===== src/rtl/voice_allocator.sv =====
// -----------------------------------------------------------------------------
// voice_allocator
//   Polyphonic voice scheduler between the MIDI decoder and the synth voice
//   bank. Accepted note messages are serialised through one work register
//   plus a depth-1 pending register. Each note operation scans the voices one
//   per cycle, then commits in one cycle. When every voice is busy, the
//   oldest voice is stolen.
//
// Ports
//   clock_50_000_000  in   system clock (single domain)
//   reset_l           in   asynchronous active-low reset
//   message           in   decoded MIDI message {type, data_byte1, data_byte2}
//   message_ready     in   one-cycle strobe, message valid this cycle
//   voice_active      out  per-voice note-held level
//   voice_note        out  per-voice MIDI note number
//   voice_velocity    out  per-voice velocity
//   voice_trigger     out  one-cycle pulse on the voice (re)assigned by a commit
//   busy              out  FSM not idle
//   dropped           out  one-cycle pulse when an accepted message is discarded
// -----------------------------------------------------------------------------
`timescale 1ns/1ps

package MIDI;
  typedef enum logic [2:0] {
    NOTE_OFF         = 3'd0,
    NOTE_ON          = 3'd1,
    POLY_PRESSURE    = 3'd2,
    CONTROL_CHANGE   = 3'd3,
    PROGRAM_CHANGE   = 3'd4,
    CHANNEL_PRESSURE = 3'd5,
    PITCH_BEND       = 3'd6,
    SYSTEM           = 3'd7
  } message_type_t;

  typedef struct packed {
    message_type_t message_type;
    logic [6:0]    data_byte1;
    logic [6:0]    data_byte2;
  } message_t;

  localparam logic [6:0] CC_ALL_NOTES_OFF = 7'd123;
endpackage

module voice_allocator #(
  parameter int VOICES    = 4,
  parameter int AGE_WIDTH = 8
) (
  input  logic                     clock_50_000_000,
  input  logic                     reset_l,
  input  MIDI::message_t           message,
  input  logic                     message_ready,
  output logic [VOICES-1:0]        voice_active,
  output logic [VOICES-1:0][6:0]   voice_note,
  output logic [VOICES-1:0][6:0]   voice_velocity,
  output logic [VOICES-1:0]        voice_trigger,
  output logic                     busy,
  output logic                     dropped
);

  localparam int IDX_W = $clog2(VOICES);

  typedef enum logic [1:0] {S_IDLE, S_SCAN, S_COMMIT} state_e;
  typedef enum logic [1:0] {OP_NOTE_ON, OP_NOTE_OFF, OP_ALL_OFF} op_e;

  typedef struct packed {
    op_e        op;
    logic [6:0] note;
    logic [6:0] vel;
  } op_t;

  // ---------------------------------------------------------------------------
  // State
  // ---------------------------------------------------------------------------
  state_e                          state_q, state_d;
  op_t                             work_q, work_d;
  op_t                             pend_q, pend_d;
  logic                            pend_valid_q, pend_valid_d;
  logic [IDX_W-1:0]                idx_q, idx_d;

  logic                            match_found_q, match_found_d;
  logic [IDX_W-1:0]                match_idx_q, match_idx_d;
  logic                            free_found_q, free_found_d;
  logic [IDX_W-1:0]                free_idx_q, free_idx_d;
  logic                            old_found_q, old_found_d;
  logic [IDX_W-1:0]                old_idx_q, old_idx_d;
  logic [AGE_WIDTH-1:0]            old_age_q, old_age_d;

  logic [VOICES-1:0]               active_q, active_d;
  logic [VOICES-1:0][6:0]          note_q, note_d;
  logic [VOICES-1:0][6:0]          vel_q, vel_d;
  logic [VOICES-1:0][AGE_WIDTH-1:0] age_q, age_d;
  logic [VOICES-1:0]               trigger_q, trigger_d;
  logic                            dropped_q, dropped_d;

  // ---------------------------------------------------------------------------
  // Message filter: only note on/off and All Notes Off are acted upon.
  // ---------------------------------------------------------------------------
  logic msg_accept;
  op_t  msg_op;

  // NOTE: every signal driven in an always_comb gets a default first, so no
  // path leaves it unassigned and no latch is inferred.
  always_comb begin
    msg_accept  = 1'b0;
    msg_op.op   = OP_NOTE_ON;
    msg_op.note = message.data_byte1;
    msg_op.vel  = message.data_byte2;
    if (message_ready) begin
      case (message.message_type)
        MIDI::NOTE_ON:  msg_accept = 1'b1;
        MIDI::NOTE_OFF: begin
          msg_accept = 1'b1;
          msg_op.op  = OP_NOTE_OFF;
        end
        MIDI::CONTROL_CHANGE: begin
          if (message.data_byte1 == MIDI::CC_ALL_NOTES_OFF) begin
            msg_accept = 1'b1;
            msg_op.op  = OP_ALL_OFF;
          end
        end
        default: ;
      endcase
    end
  end

  // ---------------------------------------------------------------------------
  // Next-state logic
  // ---------------------------------------------------------------------------
  logic [IDX_W-1:0] target;

  always_comb begin
    state_d       = state_q;
    work_d        = work_q;
    pend_d        = pend_q;
    pend_valid_d  = pend_valid_q;
    idx_d         = idx_q;
    match_found_d = match_found_q;
    match_idx_d   = match_idx_q;
    free_found_d  = free_found_q;
    free_idx_d    = free_idx_q;
    old_found_d   = old_found_q;
    old_idx_d     = old_idx_q;
    old_age_d     = old_age_q;
    active_d      = active_q;
    note_d        = note_q;
    vel_d         = vel_q;
    age_d         = age_q;
    trigger_d     = '0;
    dropped_d     = 1'b0;
    target        = '0;

    case (state_q)
      S_IDLE: begin
        // Pending work takes priority; a simultaneous new message refills
        // the pending slot as it is being drained.
        if (pend_valid_q) begin
          work_d       = pend_q;
          pend_valid_d = msg_accept;
          if (msg_accept) pend_d = msg_op;
        end else if (msg_accept) begin
          work_d = msg_op;
        end
        if (pend_valid_q || msg_accept) begin
          state_d       = (work_d.op == OP_ALL_OFF) ? S_COMMIT : S_SCAN;
          idx_d         = '0;
          match_found_d = 1'b0;
          free_found_d  = 1'b0;
          old_found_d   = 1'b0;
        end
      end

      S_SCAN, S_COMMIT: begin
        if (msg_accept) begin
          if (!pend_valid_q) begin
            pend_d       = msg_op;
            pend_valid_d = 1'b1;
          end else begin
            dropped_d = 1'b1;
          end
        end

        if (state_q == S_SCAN) begin
          if (active_q[idx_q]) begin
            if (!match_found_q && note_q[idx_q] == work_q.note) begin
              match_found_d = 1'b1;
              match_idx_d   = idx_q;
            end
            // Strict compare keeps the lowest index on equal ages.
            if (!old_found_q || age_q[idx_q] > old_age_q) begin
              old_found_d = 1'b1;
              old_idx_d   = idx_q;
              old_age_d   = age_q[idx_q];
            end
          end else if (!free_found_q) begin
            free_found_d = 1'b1;
            free_idx_d   = idx_q;
          end
          if (idx_q == IDX_W'(VOICES - 1)) state_d = S_COMMIT;
          else                             idx_d   = idx_q + IDX_W'(1);
        end else begin
          state_d = S_IDLE;
          case (work_q.op)
            OP_NOTE_ON: begin
              if (match_found_q)     target = match_idx_q;
              else if (free_found_q) target = free_idx_q;
              else                   target = old_idx_q;
              for (int v = 0; v < VOICES; v++) begin
                if (IDX_W'(v) == target) begin
                  active_d[v]  = 1'b1;
                  note_d[v]    = work_q.note;
                  vel_d[v]     = work_q.vel;
                  age_d[v]     = '0;
                  trigger_d[v] = 1'b1;
                end else if (active_q[v] && age_q[v] != '1) begin
                  age_d[v] = age_q[v] + AGE_WIDTH'(1);
                end
              end
            end
            OP_NOTE_OFF: begin
              for (int v = 0; v < VOICES; v++) begin
                if (active_q[v] && note_q[v] == work_q.note) active_d[v] = 1'b0;
              end
            end
            default: begin
              active_d = '0;
              age_d    = '0;
            end
          endcase
        end
      end

      default: state_d = S_IDLE;
    endcase
  end

  // ---------------------------------------------------------------------------
  // Registers
  // ---------------------------------------------------------------------------
  // NOTE: sequential state uses non-blocking assignments so every register
  // samples the pre-edge values regardless of statement order.
  // NOTE: the per-voice arrays are a handful of flops, not a RAM, so they are
  // reset along with everything else to give defined outputs after reset.
  always_ff @(posedge clock_50_000_000 or negedge reset_l) begin
    if (!reset_l) begin
      state_q       <= S_IDLE;
      work_q        <= '0;
      pend_q        <= '0;
      pend_valid_q  <= 1'b0;
      idx_q         <= '0;
      match_found_q <= 1'b0;
      match_idx_q   <= '0;
      free_found_q  <= 1'b0;
      free_idx_q    <= '0;
      old_found_q   <= 1'b0;
      old_idx_q     <= '0;
      old_age_q     <= '0;
      active_q      <= '0;
      note_q        <= '0;
      vel_q         <= '0;
      age_q         <= '0;
      trigger_q     <= '0;
      dropped_q     <= 1'b0;
    end else begin
      state_q       <= state_d;
      work_q        <= work_d;
      pend_q        <= pend_d;
      pend_valid_q  <= pend_valid_d;
      idx_q         <= idx_d;
      match_found_q <= match_found_d;
      match_idx_q   <= match_idx_d;
      free_found_q  <= free_found_d;
      free_idx_q    <= free_idx_d;
      old_found_q   <= old_found_d;
      old_idx_q     <= old_idx_d;
      old_age_q     <= old_age_d;
      active_q      <= active_d;
      note_q        <= note_d;
      vel_q         <= vel_d;
      age_q         <= age_d;
      trigger_q     <= trigger_d;
      dropped_q     <= dropped_d;
    end
  end

  assign voice_active   = active_q;
  assign voice_note     = note_q;
  assign voice_velocity = vel_q;
  assign voice_trigger  = trigger_q;
  assign busy           = (state_q != S_IDLE);
  assign dropped        = dropped_q;

endmodule


===== config.mk =====
export PLATFORM = sky130hd
export DESIGN_NAME = voice_allocator
export DESIGN_NICKNAME = d
export VERILOG_FILES = /design/src/rtl/voice_allocator.sv
export SDC_FILE = /design/constraint.sdc
export NUM_CORES = 1
export LEC_CHECK = 0
export ABC_AREA = 1
export ABC_CLOCK_PERIOD_IN_PS = 2900
export CAP_MARGIN = 20
export CORE_UTILIZATION = 40
export CTS_BUF_LIST = sky130_fd_sc_hd__clkbuf_8
export CTS_CLUSTER_SIZE = 14
export DETAILED_ROUTE_END_ITERATION = 12
export PLACE_DENSITY = 0.6
export SETUP_SLACK_MARGIN = 0.02
export SYNTH_ARGS = -nofsm -noshare
export SYNTH_HDL_FRONTEND = slang
export SYNTH_SLANG_ARGS = --single-unit

===== constraint.sdc =====
create_clock -name clock_50_000_000 -period 2.9 [get_ports clock_50_000_000]
set_clock_uncertainty 0.15 [all_clocks]
set_input_delay 0.58 -clock clock_50_000_000 [delete_from_list [all_inputs] [get_ports clock_50_000_000]]
set_output_delay 0.58 -clock clock_50_000_000 [all_outputs]
set_load 0.02 [all_outputs]

# [Yosys cells after proc, flatten, opt, wreduce, memory -nomap -nowiden]
# Cells that the tools add are included.
[totals] ff_bits=151 in_bits=20 out_inout_bits=66 word_cells=211
[op_classes] reduce_logical=44 n_eq_ne=45 n_addsub=5 mux=77 n_bitwise=4 magnitude_cmp=2
[op_table] operator="16-bit two-way mux" n=7
[op_table] operator="8-bit two-way mux" n=9
[op_table] operator="4-bit AND reduction" n=17
[op_table] operator="32-bit case mux with 2 select lines" n=1
[op_table] operator="2-bit != test (second input constant)" n=19
[op_table] operator="7-bit equality test" n=5
[op_table] operator="8-bit by 1-bit adder with 8-bit output (second input constant)" n=4
[op_table] operator="8-bit != test (second input constant)" n=4
[op_table] operator="16-bit case mux with 2 select lines" n=1
[op_table] operator="1-bit two-way mux" n=29
[op_table] operator="2-bit two-way mux" n=14
[op_table] operator="3-bit != test (second input constant)" n=6
[op_table] operator="8-bit binary-select mux with 2-bit select" n=1
[op_table] operator="5-bit AND reduction" n=3
[op_table] operator="7-bit binary-select mux with 2-bit select" n=1
[op_table] operator="4-bit two-way mux" n=3
[op_table] operator="2-bit case mux with 2 select lines" n=3
[op_table] operator="1-bit case mux with 2 select lines" n=5
[op_table] operator="1-bit logical AND" n=9
[op_table] operator="8-bit > comparator" n=1
[op_table] operator="4-bit case mux with 2 select lines" n=1
[op_table] operator="7-bit equality test (second input constant)" n=1
[op_table] operator="7-bit two-way mux" n=1
[op_table] operator="2-bit equality test (second input constant)" n=3
[op_table] operator="other kinds (16)" n=29

# [Logic depth before layout (Yosys ltp)]
[logic_depth] depth_word=11 mapped_depth=17 depth_no_buf=15

# [Least setup slack after synthesis]
# No wires, ideal clock.
[synth_path] kind="register to register" start="register idx_q[1]" end="register old_age_q[0]" stages_incl_launch_ff=16 path_buffers=4 required_ns=2.625 path_slack_ns=0.532 period_less_slack_ns=2.368 arrival_time_ns=2.093 setup_ns=0.125 path_cell_list="dfrtp_1 -> buf_2 -> inv_1 -> buf_4 -> buf_2 -> o21ai_0 -> o22ai_1 -> ha_1 -> a21oi_1 -> o21a_1 -> nand2_1 -> nand2_1 -> nand2_1 -> nand2_2 -> buf_2 -> o21ai_1"
[synth_between] elab_chain_len=5 elab_cells_between_ends=7 cone_classes="1 x order compare; 4 x mux; 2 x reduce/logical"
[synth_rtl] element="start: declaration" line_no="78" source="logic [IDX_W-1:0] idx_q, idx_d;"
[synth_rtl] element="start signal: assignment" line_no="268" source="idx_q <= idx_d;"
[synth_rtl] element="8-bit binary-select mux with 2-bit select" line_no="189, 192"
[synth_rtl] element="8-bit two-way mux (implied by the code)" line_no="189, 192"
[synth_rtl] element="8-bit > comparator" line_no="189" source="if (!old_found_q || age_q[idx_q] > old_age_q) begin"
[synth_rtl] element="1-bit logical OR" line_no="189"
[synth_rtl] element="4-bit AND reduction (no line)"
[synth_rtl] element="end signal: assignment" line_no="275" source="old_age_q <= old_age_d;"
[synth_rtl] element="end: declaration" line_no="86" source="logic [AGE_WIDTH-1:0] old_age_q, old_age_d;"
# Parallel ways exist; a longest one is shown, timed or not. The select of a mux whose other input is x is not followed.
# A chain may end at the register's enable or synchronous reset.

# [Worst setup path in the final report]
[layout_path] start="register state_q[0]" end="output busy"
[layout_between] elab_chain_len=1
[layout_rtl] element="start: declaration" line_no="74" source="state_e state_q, state_d;"
[layout_rtl] element="start signal: assignment" line_no="264" source="state_q <= state_d;"
[layout_rtl] element="2-bit nonzero test" line_no="289" source="assign busy = (state_q != S_IDLE);"
[layout_rtl] element="end: declaration" line_no="56" source="output logic busy,"
# Every way passes these cells.

==> flow_summary_export.csv <==
group,metric,value,unit
place,hpwl,15300,µm
synthesis,syn_area_per_cell,8.05,µm²
sta,fin_setup_tns,0,ns
place,gp_congestion,0.885,
die,die_x,145,µm
cells_and_area,register_area,3780,µm²
worst_hold_path,hp-start,"old_age_q[4]$_DFFE_PN0P_",
worst_hold_path,hold_path_class,"flip-flop to flip-flop",
setup_path,cp.required,2.17,ns
clock_network,numCtsBuffers,17,
setup_path,worst-r2r-setup-slack,0.31,ns
grt,grt.busiest_layer,"met2",
sta,period_share,94.1,%
cells_and_area,area_growth,17.6,%
grt,grt_pass1_wl,35400,µm
power_and_ir_drop,power_density,1030,nW/µm²
drt,vias,6865,
drt,drc,0,
grt,grt_pass1_vias,6719,
sta,rsz0062_at_grt,"no",
synthesis,syn_area,8230,µm²
synthesis,synth-seq-cells,151,
setup_path,crit_path_start,"state_q[0]$_DFFE_PN0P_",
synthesis,yosysUniqueCellTypes,49,
clock_network,clockRootBuffer,"clkbuf_8",
setup_path,crit_fanout,6,
synthesis,synthCells,1023,
synthesis,ys_top_cells_by_area,"dfrtp_1 46%, nand2_1 13%, o21ai_0 5.0%",
drt,wl_per_cell,15.4,µm
setup_path,start_kind,"flip-flop",
setup_path,end_kind,"output pin",
drt,routed_via_density,4.96,
sta,hold_viol_final,0,
sta,worst_pin_slew,0.577,ns
clock_network,cts.repair.resized,0,
power_and_ir_drop,clkPwrFrac,16.9,%
die,die_area,21200,µm²
synthesis,synth_seq_area_share,45.9,%
grt,use_met3,5.64,%
synthesis,ys_warn_count,0,
clock_network,cts.sinks,151,
sta,setup_violations,0,
die,fp.dieH,145,µm
grt,use_met1,27.2,%
grt,antenna_found_initial,0,
sta,fmax,367,MHz
grt,grt_usage,21.3,%
grt,grt_use_met2,34.9,%
die,row_count,52,
setup_path,reg2reg_from,"idx_q[0]$_DFFE_PN0P_",
setup_path,path_class,"flip-flop to output pin",
synthesis,synth_top_area_cell,"dfrtp_1",
place,placed_cell_area,9270,µm²
clock_network,cts_tree,"yes",
setup_path,arrival,2.00,ns
synthesis,synth_nets,1060,
power_and_ir_drop,p_sw,0.00474,W
drt,wl,21300,µm
cells_and_area,layout-drive-gt1-share,12.5,%
synthesis,synth_edf_count,0,
power_and_ir_drop,swShare,47.5,%
power_and_ir_drop,power_frac_seq,34.0,%
power_and_ir_drop,peakVddDrop,535,µV
cells_and_area,multi_input_area,3760,µm²
cells_and_area,fill_cells,1982,
clock_network,path_clk_slew,0.08,ns
grt,grt_overflow,0,
cells_and_area,nets,1138,
clock_network,worstSkewPairLatency,0.47,ns
clock_network,cts_buffer_depth,2,
clock_network,cts.hold.buffers_added,1,
synthesis,ys_async_sr_fraction,100,%
flow_run,drv_cap,0,
power_and_ir_drop,p_comb_share,49.1,%
clock_network,cts-htree-levels,4,
status,status,"finished, final reports clean",
power_and_ir_drop,internal_power,0.00524,W
place,port_buffers,85,
die,core,20200,µm²
grt,grt_max_degree,57,
drt,drt_iter0_markers,434,
die,pin_count,86,
drt,final_antenna_net_count,0,
power_and_ir_drop,power.leakage,4.49,nW
cells_and_area,post-route-cell-area,9690,µm²
cells_and_area,final_common_cell,"nand2_1",
sta,relSlewSlack,61.4,%
synthesis,ys.flop_type,"dfrtp_1",
synthesis,synth_top_area_share,45.9,%
sta,finalMaxSlewViolations,0,
sta,period_needed,2.73,ns
clock_network,cts_setup_buffers,0,
die,start_util,40.7,%
drt,firstDrtPassIters,7,
cells_and_area,diodes,0,
cells_and_area,layout_common_cells,"289 x nand2_1, 151 x dfrtp_1, 95 x inv_1",
## path summary, 6_finish.rpt
kind,endpoint,cells past startpoint
setup / recovery,busy,4
hold / removal,old_age_q[4]$_DFFE_PN0P_,2
setup reg to reg,old_age_q[6]$_DFFE_PN0P_,13
hold reg to reg,old_age_q[4]$_DFFE_PN0P_,2
max in group asynchronous,voice_note[0]$_DFFE_PN0P_,3
min in group asynchronous,age_q[9]$_DFFE_PN0P_,2
## per-layer routing
| layer | vias up | routed length [µm] |
|---|---|---|
| li1 | 3485 | - |
| met1 | 3187 | 9530 |
| met2 | 160 | 10100 |
| met3 | 33 | 1220 |
| met4 | 0 | 463 |
| met5 | - | 0 |
## state kept, by name (all words and copies together) (netlist names)
signal and cells:
age_q 32, voice_note 28, voice_velocity 28, pend_q 16, work_q 16, old_age_q 8
voice_active 4, voice_trigger 4, free_idx_q 2, idx_q 2, match_idx_q 2, old_idx_q 2
state_q 2, dropped 1, free_found_q 1, match_found_q 1, old_found_q 1, pend_valid_q 1
## stage by stage
stage	setup WS (ns)	hold WS, ns	cells	utilization [%]	total power [W]
2_1_floorplan	0.532	0.134	1023	-	0.00676
3_3_place_gp	0.259	0.314	1351	45.8	0.00830
3_5_place_dp	0.173	0.317	1351	45.8	0.00833
4_1_cts	0.131	0.339	1384	47.9	0.0101
5_1_grt	0.0638	0.351	1384	47.9	0.0108
6_report	0.172	0.333	1384	47.9	0.00998
## power groups by stage
stage | clock network (W) | logic [W] | registers (W)
finish | 0.00168 | 0.00490 | 0.00340
global route | 0.00182 | 0.00554 | 0.00348
CTS | 0.00173 | 0.00495 | 0.00339
detailed placement | 0 | 0.00491 | 0.00342
global placement | 0 | 0.00488 | 0.00342
floorplan | 0 | 0.00324 | 0.00352
## cells in the mapped netlist (3+ instances only)
library cell  number
nand3_1           74
nor2_1            50
buf_6              9
xnor2_1            5
nand4_1           13
nor3_1            14
o21ai_2           31
a21oi_1           38
clkbuf_1           6
inv_2             12
nand3_2            7
nand2_1          289
inv_1             95
nand2_2           15
o21ai_0           82
xor2_1            12
buf_2             15
nor2_2             5
mux2_2             8
nand2_4            5
ha_1              17
o22ai_1            6
o21ai_1           24
buf_4              4
dfrtp_1          151
nor3b_1            3
## logic make-up after synthesis
kind of cell / synth area share [%]
flip-flops: 45.9
XOR/XNOR: 1.81
AO/OA/AOI/OAI: 13.9
AND/OR/NAND/NOR: 26.2
buffers and inverters: 8.39
multiplexers: 1.22
adder cells (fa/ha/maj): 2.58
## critical path, cell delays in order, from the launching register on
cell	delay [ns]
dfrtp_1	0.41
inv_1	0.12
ha_1	0.29
inv_1	0.13
clkdlybuf4s50_1	0.61
## layout make-up
| type | instances | area share (%) |
|---|---|---|
| clock inverter | 15 | 1.82 |
| inverter | 109 | 4.24 |
| tap | 270 | 3.49 |
| timing repair buffer | 99 | 10.2 |
| clock buffer | 17 | 2.42 |
| sequential | 151 | 39.0 |
| multi-input combinational | 723 | 38.9 |
No activity file was read; power rests on OpenSTA's default activity.
